File: config.mk
export PLATFORM = sky130hd
export DESIGN_NAME = ucode_mul_seq
export DESIGN_NICKNAME = d
export VERILOG_FILES = /design/src/rtl/ucode_pkg.sv /design/src/rtl/ucode_operand_sel.sv /design/src/rtl/ucode_mul_seq.sv
export SDC_FILE = /design/constraint.sdc
export NUM_CORES = 1
export LEC_CHECK = 0
export CORE_MARGIN = 1
export CORE_UTILIZATION = 53
export DETAILED_ROUTE_END_ITERATION = 8
export PLACE_DENSITY = 0.83
export SLEW_MARGIN = 20
export SYNTH_ARGS = -nofsm -noshare
export SYNTH_HDL_FRONTEND = slang
export SYNTH_HIERARCHICAL = 1
export SYNTH_SLANG_ARGS = --single-unit
File: constraint.sdc
create_clock -name clk -period 10.6 [get_ports clk]
set_input_delay 2.12 -clock clk [delete_from_list [all_inputs] [get_ports clk]]
set_output_delay 2.12 -clock clk [all_outputs]
set_load 0.01 [all_outputs]
File: src/rtl/ucode_pkg.sv
// Shared types, opcodes and instruction encoders for the microcode multiply sequencer.
package ucode_pkg;

  typedef enum logic [1:0] {
    MUL_I  = 2'd0,
    MUL_R  = 2'd1,
    MUL_SI = 2'd2,
    MUL_SR = 2'd3
  } mul_type_e;

  typedef enum logic [2:0] {
    ST_IDLE,
    ST_ALIAS_CLR,
    ST_ALIAS_CP,
    ST_CLR,
    ST_ADD,
    ST_FIX1,
    ST_FIX2,
    ST_DONE
  } state_e;

  localparam logic [6:0]  OP_MOV     = 7'b0000000;
  localparam logic [6:0]  OP_ADD     = 7'b0110001;
  localparam logic [6:0]  OP_ADDS    = 7'b0111001;
  localparam logic [6:0]  OP_SUBI    = 7'b0010010;
  localparam logic [6:0]  OP_NOT     = 7'b0110110;
  localparam logic [4:0]  NOP_PREFIX = 5'b11001;
  localparam logic [31:0] INSTR_NOP  = {NOP_PREFIX, 27'b0};

  function automatic logic [31:0] enc_r(input logic [6:0] op, input logic [3:0] rd,
                                        input logic [3:0] rn, input logic [3:0] rm);
    return {op, rd, rn, rm, 13'b0};
  endfunction

  function automatic logic [31:0] enc_mov(input logic [3:0] rd, input logic [15:0] imm);
    return {OP_MOV, rd, 5'b0, imm};
  endfunction

  function automatic logic [31:0] enc_subi(input logic [3:0] rd, input logic [3:0] rn,
                                           input logic [15:0] imm);
    return {OP_SUBI, rd, rn, 1'b0, imm};
  endfunction

  function automatic logic [31:0] enc_not(input logic [3:0] rd, input logic [3:0] rn);
    return {OP_NOT, rd, rn, 17'b0};
  endfunction

  function automatic logic is_reg_form(input logic [1:0] t);
    return (mul_type_e'(t) == MUL_R) || (mul_type_e'(t) == MUL_SR);
  endfunction

  function automatic logic is_s_type(input logic [1:0] t);
    return (mul_type_e'(t) == MUL_SI) || (mul_type_e'(t) == MUL_SR);
  endfunction

endpackage

File: src/rtl/ucode_operand_sel.sv
// Picks the multiplier and addend register for a MUL request and derives the
// repeat count (magnitude) and sign of the multiplier.
module ucode_operand_sel
  import ucode_pkg::*;
#(
  parameter int DATA_W = 32,
  parameter int IMM_W  = 16
) (
  input  logic [1:0]        mul_type,
  input  logic [3:0]        src_reg,
  input  logic [3:0]        src2_reg,
  input  logic [IMM_W-1:0]  immediate,
  input  logic [DATA_W-1:0] rn_data,
  input  logic [DATA_W-1:0] rm_data,
  output logic [DATA_W-1:0] count,
  output logic              neg,
  output logic [3:0]        a_reg
);

  // The most negative value maps onto itself, which is exactly 2^(DATA_W-1) unsigned.
  function automatic logic [DATA_W-1:0] magnitude(input logic [DATA_W-1:0] v);
    return v[DATA_W-1] ? -v : v;
  endfunction

  logic [DATA_W-1:0] mag_rn;
  logic [DATA_W-1:0] mag_rm;
  logic [DATA_W-1:0] m_val;

  always_comb begin
    mag_rn = magnitude(rn_data);
    mag_rm = magnitude(rm_data);
    m_val  = DATA_W'($signed(immediate));
    a_reg  = src_reg;
    // Fewer adds when the smaller operand drives the loop; ties favour Rm.
    if (is_reg_form(mul_type)) begin
      if (mag_rn < mag_rm) begin
        m_val = rn_data;
        a_reg = src2_reg;
      end else begin
        m_val = rm_data;
        a_reg = src_reg;
      end
    end
    count = magnitude(m_val);
    neg   = m_val[DATA_W-1];
  end

endmodule

File: src/rtl/ucode_mul_seq.sv
// Microcode multiply sequencer: expands MUL/MULS into MOV/ADD(S)/SUBI/NOT
// injections with a valid/ready stall handshake and flush abort.
module ucode_mul_seq
  import ucode_pkg::*;
#(
  parameter int         DATA_W      = 32,
  parameter int         IMM_W       = 16,
  parameter logic [3:0] SCRATCH_REG = 4'd15
) (
  input  logic              clk,
  input  logic              rst,
  input  logic              start_mul,
  output logic              start_ready,
  input  logic [1:0]        mul_type,
  input  logic [3:0]        dest_reg,
  input  logic [3:0]        src_reg,
  input  logic [3:0]        src2_reg,
  input  logic [IMM_W-1:0]  immediate,
  input  logic [DATA_W-1:0] rn_data,
  input  logic [DATA_W-1:0] rm_data,
  input  logic [3:0]        flags_in,
  output logic [31:0]       inject_instr,
  output logic              inject_valid,
  input  logic              inject_ready,
  input  logic              flush,
  output logic              busy,
  output logic              done,
  output logic              flags_restore,
  output logic [3:0]        flags_out
);

  state_e            state;
  state_e            state_next;
  logic [DATA_W-1:0] count_q;
  logic              neg_q;
  logic [3:0]        rd_q;
  logic [3:0]        a_q;
  logic              s_type_q;
  logic [3:0]        saved_flags_q;

  logic [DATA_W-1:0] sel_count;
  logic              sel_neg;
  logic [3:0]        sel_a;
  logic              alias_hit;
  logic              accept;
  logic              fire;
  logic [6:0]        add_op;

  ucode_operand_sel #(
    .DATA_W (DATA_W),
    .IMM_W  (IMM_W)
  ) u_operand_sel (
    .mul_type  (mul_type),
    .src_reg   (src_reg),
    .src2_reg  (src2_reg),
    .immediate (immediate),
    .rn_data   (rn_data),
    .rm_data   (rm_data),
    .count     (sel_count),
    .neg       (sel_neg),
    .a_reg     (sel_a)
  );

  assign alias_hit = (sel_a == dest_reg) && (sel_count != '0);
  assign accept    = (state == ST_IDLE) && start_mul && !flush;
  assign fire      = inject_valid && inject_ready;
  assign add_op    = s_type_q ? OP_ADDS : OP_ADD;

  always_comb begin
    state_next = state;
    if (state != ST_IDLE && flush) begin
      state_next = ST_IDLE;
    end else begin
      case (state)
        ST_IDLE:      if (accept) state_next = alias_hit ? ST_ALIAS_CLR : ST_CLR;
        ST_ALIAS_CLR: if (fire) state_next = ST_ALIAS_CP;
        ST_ALIAS_CP:  if (fire) state_next = ST_CLR;
        ST_CLR:       if (fire) state_next = (count_q == '0) ? ST_DONE : ST_ADD;
        ST_ADD:       if (fire && count_q == DATA_W'(1)) state_next = neg_q ? ST_FIX1 : ST_DONE;
        ST_FIX1:      if (fire) state_next = ST_FIX2;
        ST_FIX2:      if (fire) state_next = ST_DONE;
        ST_DONE:      state_next = ST_IDLE;
        default:      state_next = ST_IDLE;
      endcase
    end
  end

  always_comb begin
    inject_valid = 1'b0;
    inject_instr = INSTR_NOP;
    case (state)
      ST_ALIAS_CLR: begin
        inject_valid = 1'b1;
        inject_instr = enc_mov(SCRATCH_REG, 16'd0);
      end
      ST_ALIAS_CP: begin
        inject_valid = 1'b1;
        inject_instr = enc_r(OP_ADD, SCRATCH_REG, SCRATCH_REG, a_q);
      end
      ST_CLR: begin
        inject_valid = 1'b1;
        inject_instr = enc_mov(rd_q, 16'd0);
      end
      ST_ADD: begin
        inject_valid = 1'b1;
        inject_instr = enc_r(add_op, rd_q, rd_q, a_q);
      end
      ST_FIX1: begin
        inject_valid = 1'b1;
        inject_instr = enc_subi(rd_q, rd_q, 16'd1);
      end
      ST_FIX2: begin
        inject_valid = 1'b1;
        inject_instr = enc_not(rd_q, rd_q);
      end
      default: begin
        inject_valid = 1'b0;
        inject_instr = INSTR_NOP;
      end
    endcase
  end

  assign start_ready   = (state == ST_IDLE);
  assign busy          = (state != ST_IDLE);
  assign done          = (state == ST_DONE);
  assign flags_restore = done && !s_type_q;
  assign flags_out     = flags_restore ? saved_flags_q : 4'b0;

  always_ff @(posedge clk) begin
    if (rst) state <= ST_IDLE;
    else     state <= state_next;
  end

  // Once the alias copy is made, every later add reads the scratch register.
  always_ff @(posedge clk) begin
    if (rst) begin
      count_q       <= '0;
      neg_q         <= 1'b0;
      rd_q          <= 4'd0;
      a_q           <= 4'd0;
      s_type_q      <= 1'b0;
      saved_flags_q <= 4'd0;
    end else if (accept) begin
      count_q       <= sel_count;
      neg_q         <= sel_neg;
      rd_q          <= dest_reg;
      a_q           <= sel_a;
      s_type_q      <= is_s_type(mul_type);
      saved_flags_q <= flags_in;
    end else if (fire && !flush) begin
      if (state == ST_ALIAS_CP) a_q <= SCRATCH_REG;
      if (state == ST_ADD) count_q <= count_q - DATA_W'(1);
    end
  end

endmodule

==> flow_summary.ini <==
[setup_path]
cp-end-kind = register
path_delay_family = simple AND/OR/NAND/NOR gates
r2r_setup_slack_ns = 7.76
worst-setup-path-type = in -> reg
crit_slowest_cell = o41ai_1
cp_data_arrival_time_ns = 10.11
start_kind = input port
cp_num_buf_inv = 2
slowest_delay_ns = 0.58
cp_data_required_time_ns = 10.81
critPathMaxFanout = 22

[die]
start_util_pct = 54.6
die_w_um = 113
core_area_mm2 = 0.0121
die_h_um = 113
rows = 40
die_area_mm2 = 0.0129
ioPinCount = 144

[sta]
rsz0062_at_grt = no
tightest_slew_ns = 1.11
fin_crit_ns = 9.89
drv_slew = 0
setup-violations-final = 0
slew_headroom_pct = 26.1
finalHoldViolations = 0
clock_skew_ns = 0.00486
fin_setup_tns_ns = 0
timing.fmax_ghz = 0.101
worst_hold_slack_ns = 0.453
period_share_pct = 93.3

[clocking]
hold_buffers = 0
clkSlewWorstSetupHoldPaths_ns = 0.06
cts_buffers = 5
cts_num_sinks = 49
max-clock-path-buffers = 2
postCtsSetupBuffers = 0
cts-root-buf = clkbuf_16
cts.repair.resized = 0
htreeDepth = 2
cts_tree = yes
worst_skew_pair.late_latency_ns = 0.29

[global_routing]
track_usage_pct = 29.4
grt_max_degree = 70
antenna_found_initial = 0
grt_first_pass_wirelength_mm = 31.5
grt_pass1_vias = 6528
grt_overflow = 0

[synth]
async_flop_share_pct = 0
synth.most_common_cell = nand2_1
synth-edff-count = 0
ys_top_cells_by_count = nand2_1, nor2_1, xnor2_1
syn-cell-area_mm2 = 0.00658
ys_warn_count = 6
yosysUniqueCellTypes = 75
ys_ff_latch = 49
ys_seq_area_share_pct = 14.9
yosys-top-cells-area = dfxtp_1, xnor2_1, ha_1
synth_top_area_share_pct = 14.9
syn_area_per_cell_um2 = 7.17
yosysTopAreaCell = dfxtp_1
synth_cells = 918
synth-main-ff-cell = dfxtp_1

[power_and_ir_drop]
total_power_mw = 1.11
p_leak_nw = 2.87
p_sw_share_pct = 44.3
switching_power_mw = 0.490
power.internal_mw = 0.617
ir_drop_uv = 76.6
p_per_area_mw_per_mm2 = 138
pwr-share-comb_pct = 61.3
clockPowerShare_pct = 14.5
seq_power_share_pct = 24.2

[finish]
regArea_um2 = 981
drive_gt1_share_pct = 5.63
multi_input_area_mm2 = 0.00527
area_delta_synth_final_pct = 22.1
nNetsFinal = 1150
nFillCells = 1070
diodes = 0

[routing]
wl_per_cell_um = 16.3
wl_mm = 19.2
drc_errors = 0
drt-pass1-iter-count = 5
drtIter0Drc = 722
vias = 7257
ant_nets = 0
viasPerCell = 6.15

[worst_hold_path]
hold_path.class = reg -> reg

[placement]
gp_congestion = 0.966
io_buffer_count = 131
hpwl_mm = 14.9

[run]
drv_cap = 0

[run_status]
status = complete, no violations
[layer usage]
metal / vias up / global-route usage (%) / wire, µm
met2: 323 / 49.6 / 8910
met5: - / 0 / 0
li1: 3567 / - / -
met1: 3344 / 41.3 / 8560
met4: 0 / 5.18 / 230
met3: 23 / 2.71 / 1480
[placed cells by master, fill, tap and decap left out, types with 22 or more instances in the layout]
cell,Yosys,layout
or3_1,22,22
ha_1,36,36
nor4_1,30,30
nor2_1,88,88
nand3_1,36,36
o31ai_1,26,26
dfxtp_1,49,49
clkdlybuf4s50_1,0,129
a21oi_1,36,36
a31oi_1,31,31
xnor2_1,76,76
xor2_1,41,41
o21ai_0,58,58
nand2_1,98,97
nor3_1,25,25
a211oi_1,26,26
[worst paths after layout]
check / startpoint / to / cells past startpoint
min reg2reg: saved_flags_q[3] / saved_flags_q[3] / 2
max reg2reg: state[2] / count_q[25] / 5
min: saved_flags_q[3] / saved_flags_q[3] / 2
max: rn_data[9] / state[1] / 27
[worst reg2reg max path, stage by stage (launching register included)]
cell and delay [ns]:
dfxtp_1 0.57, nor3b_4 0.40, nand4_1 0.58, or3_4 0.56
or4_1 0.40, a311oi_1 0.25
[final cells by class]
class	instances	area share, %
clock buffers	6	1.73
repair buffers	137	16.8
multi-input cells	797	65.5
flip-flops and latches	49	12.2
inverters	21	0.981
well taps	168	2.62
clock inverters	2	0.171
[sequential cells by signal, indices dropped and copies added (netlist names)]
register / cells
a_q: 4
s_type_q: 1
rd_q: 4
state: 3
neg_q: 1
count_q: 32
saved_flags_q: 4
[logic make-up after synthesis]
kind of cell	synth area share, %
buffers and inverters	5.72
multiplexers	2.11
other	0.0570
adder cells (fa/ha/maj)	6.85
flip-flops	14.9
AND/OR/NAND/NOR	31.6
AO/OA/AOI/OAI	23.1
XOR/XNOR	15.6
[power by group through the flow]
stage	Sequential (mW)	Combinational, mW	Clock [mW]
6_report	0.268	0.678	0.161
2_1_floorplan	0.251	0.460	0
3_5_place_dp	0.271	0.669	0
3_3_place_gp	0.269	0.663	0
4_1_cts	0.267	0.673	0.163
5_1_grt	0.275	0.745	0.171
[metrics by stage]
step / util [%] / instance area, µm² / std cells / worst slack (ns)
2_1_floorplan: - / 6620 / 929 / 2.26
6_report: 66.6 / 8040 / 1180 / 0.707
5_1_grt: 66.6 / 8040 / 1180 / 0.173
3_5_place_dp: 65.4 / 7890 / 1172 / 0.501
4_1_cts: 66.7 / 8040 / 1180 / 0.791
3_3_place_gp: 65.4 / 7890 / 1172 / 0.612
Power figures use the tool's default switching activity.
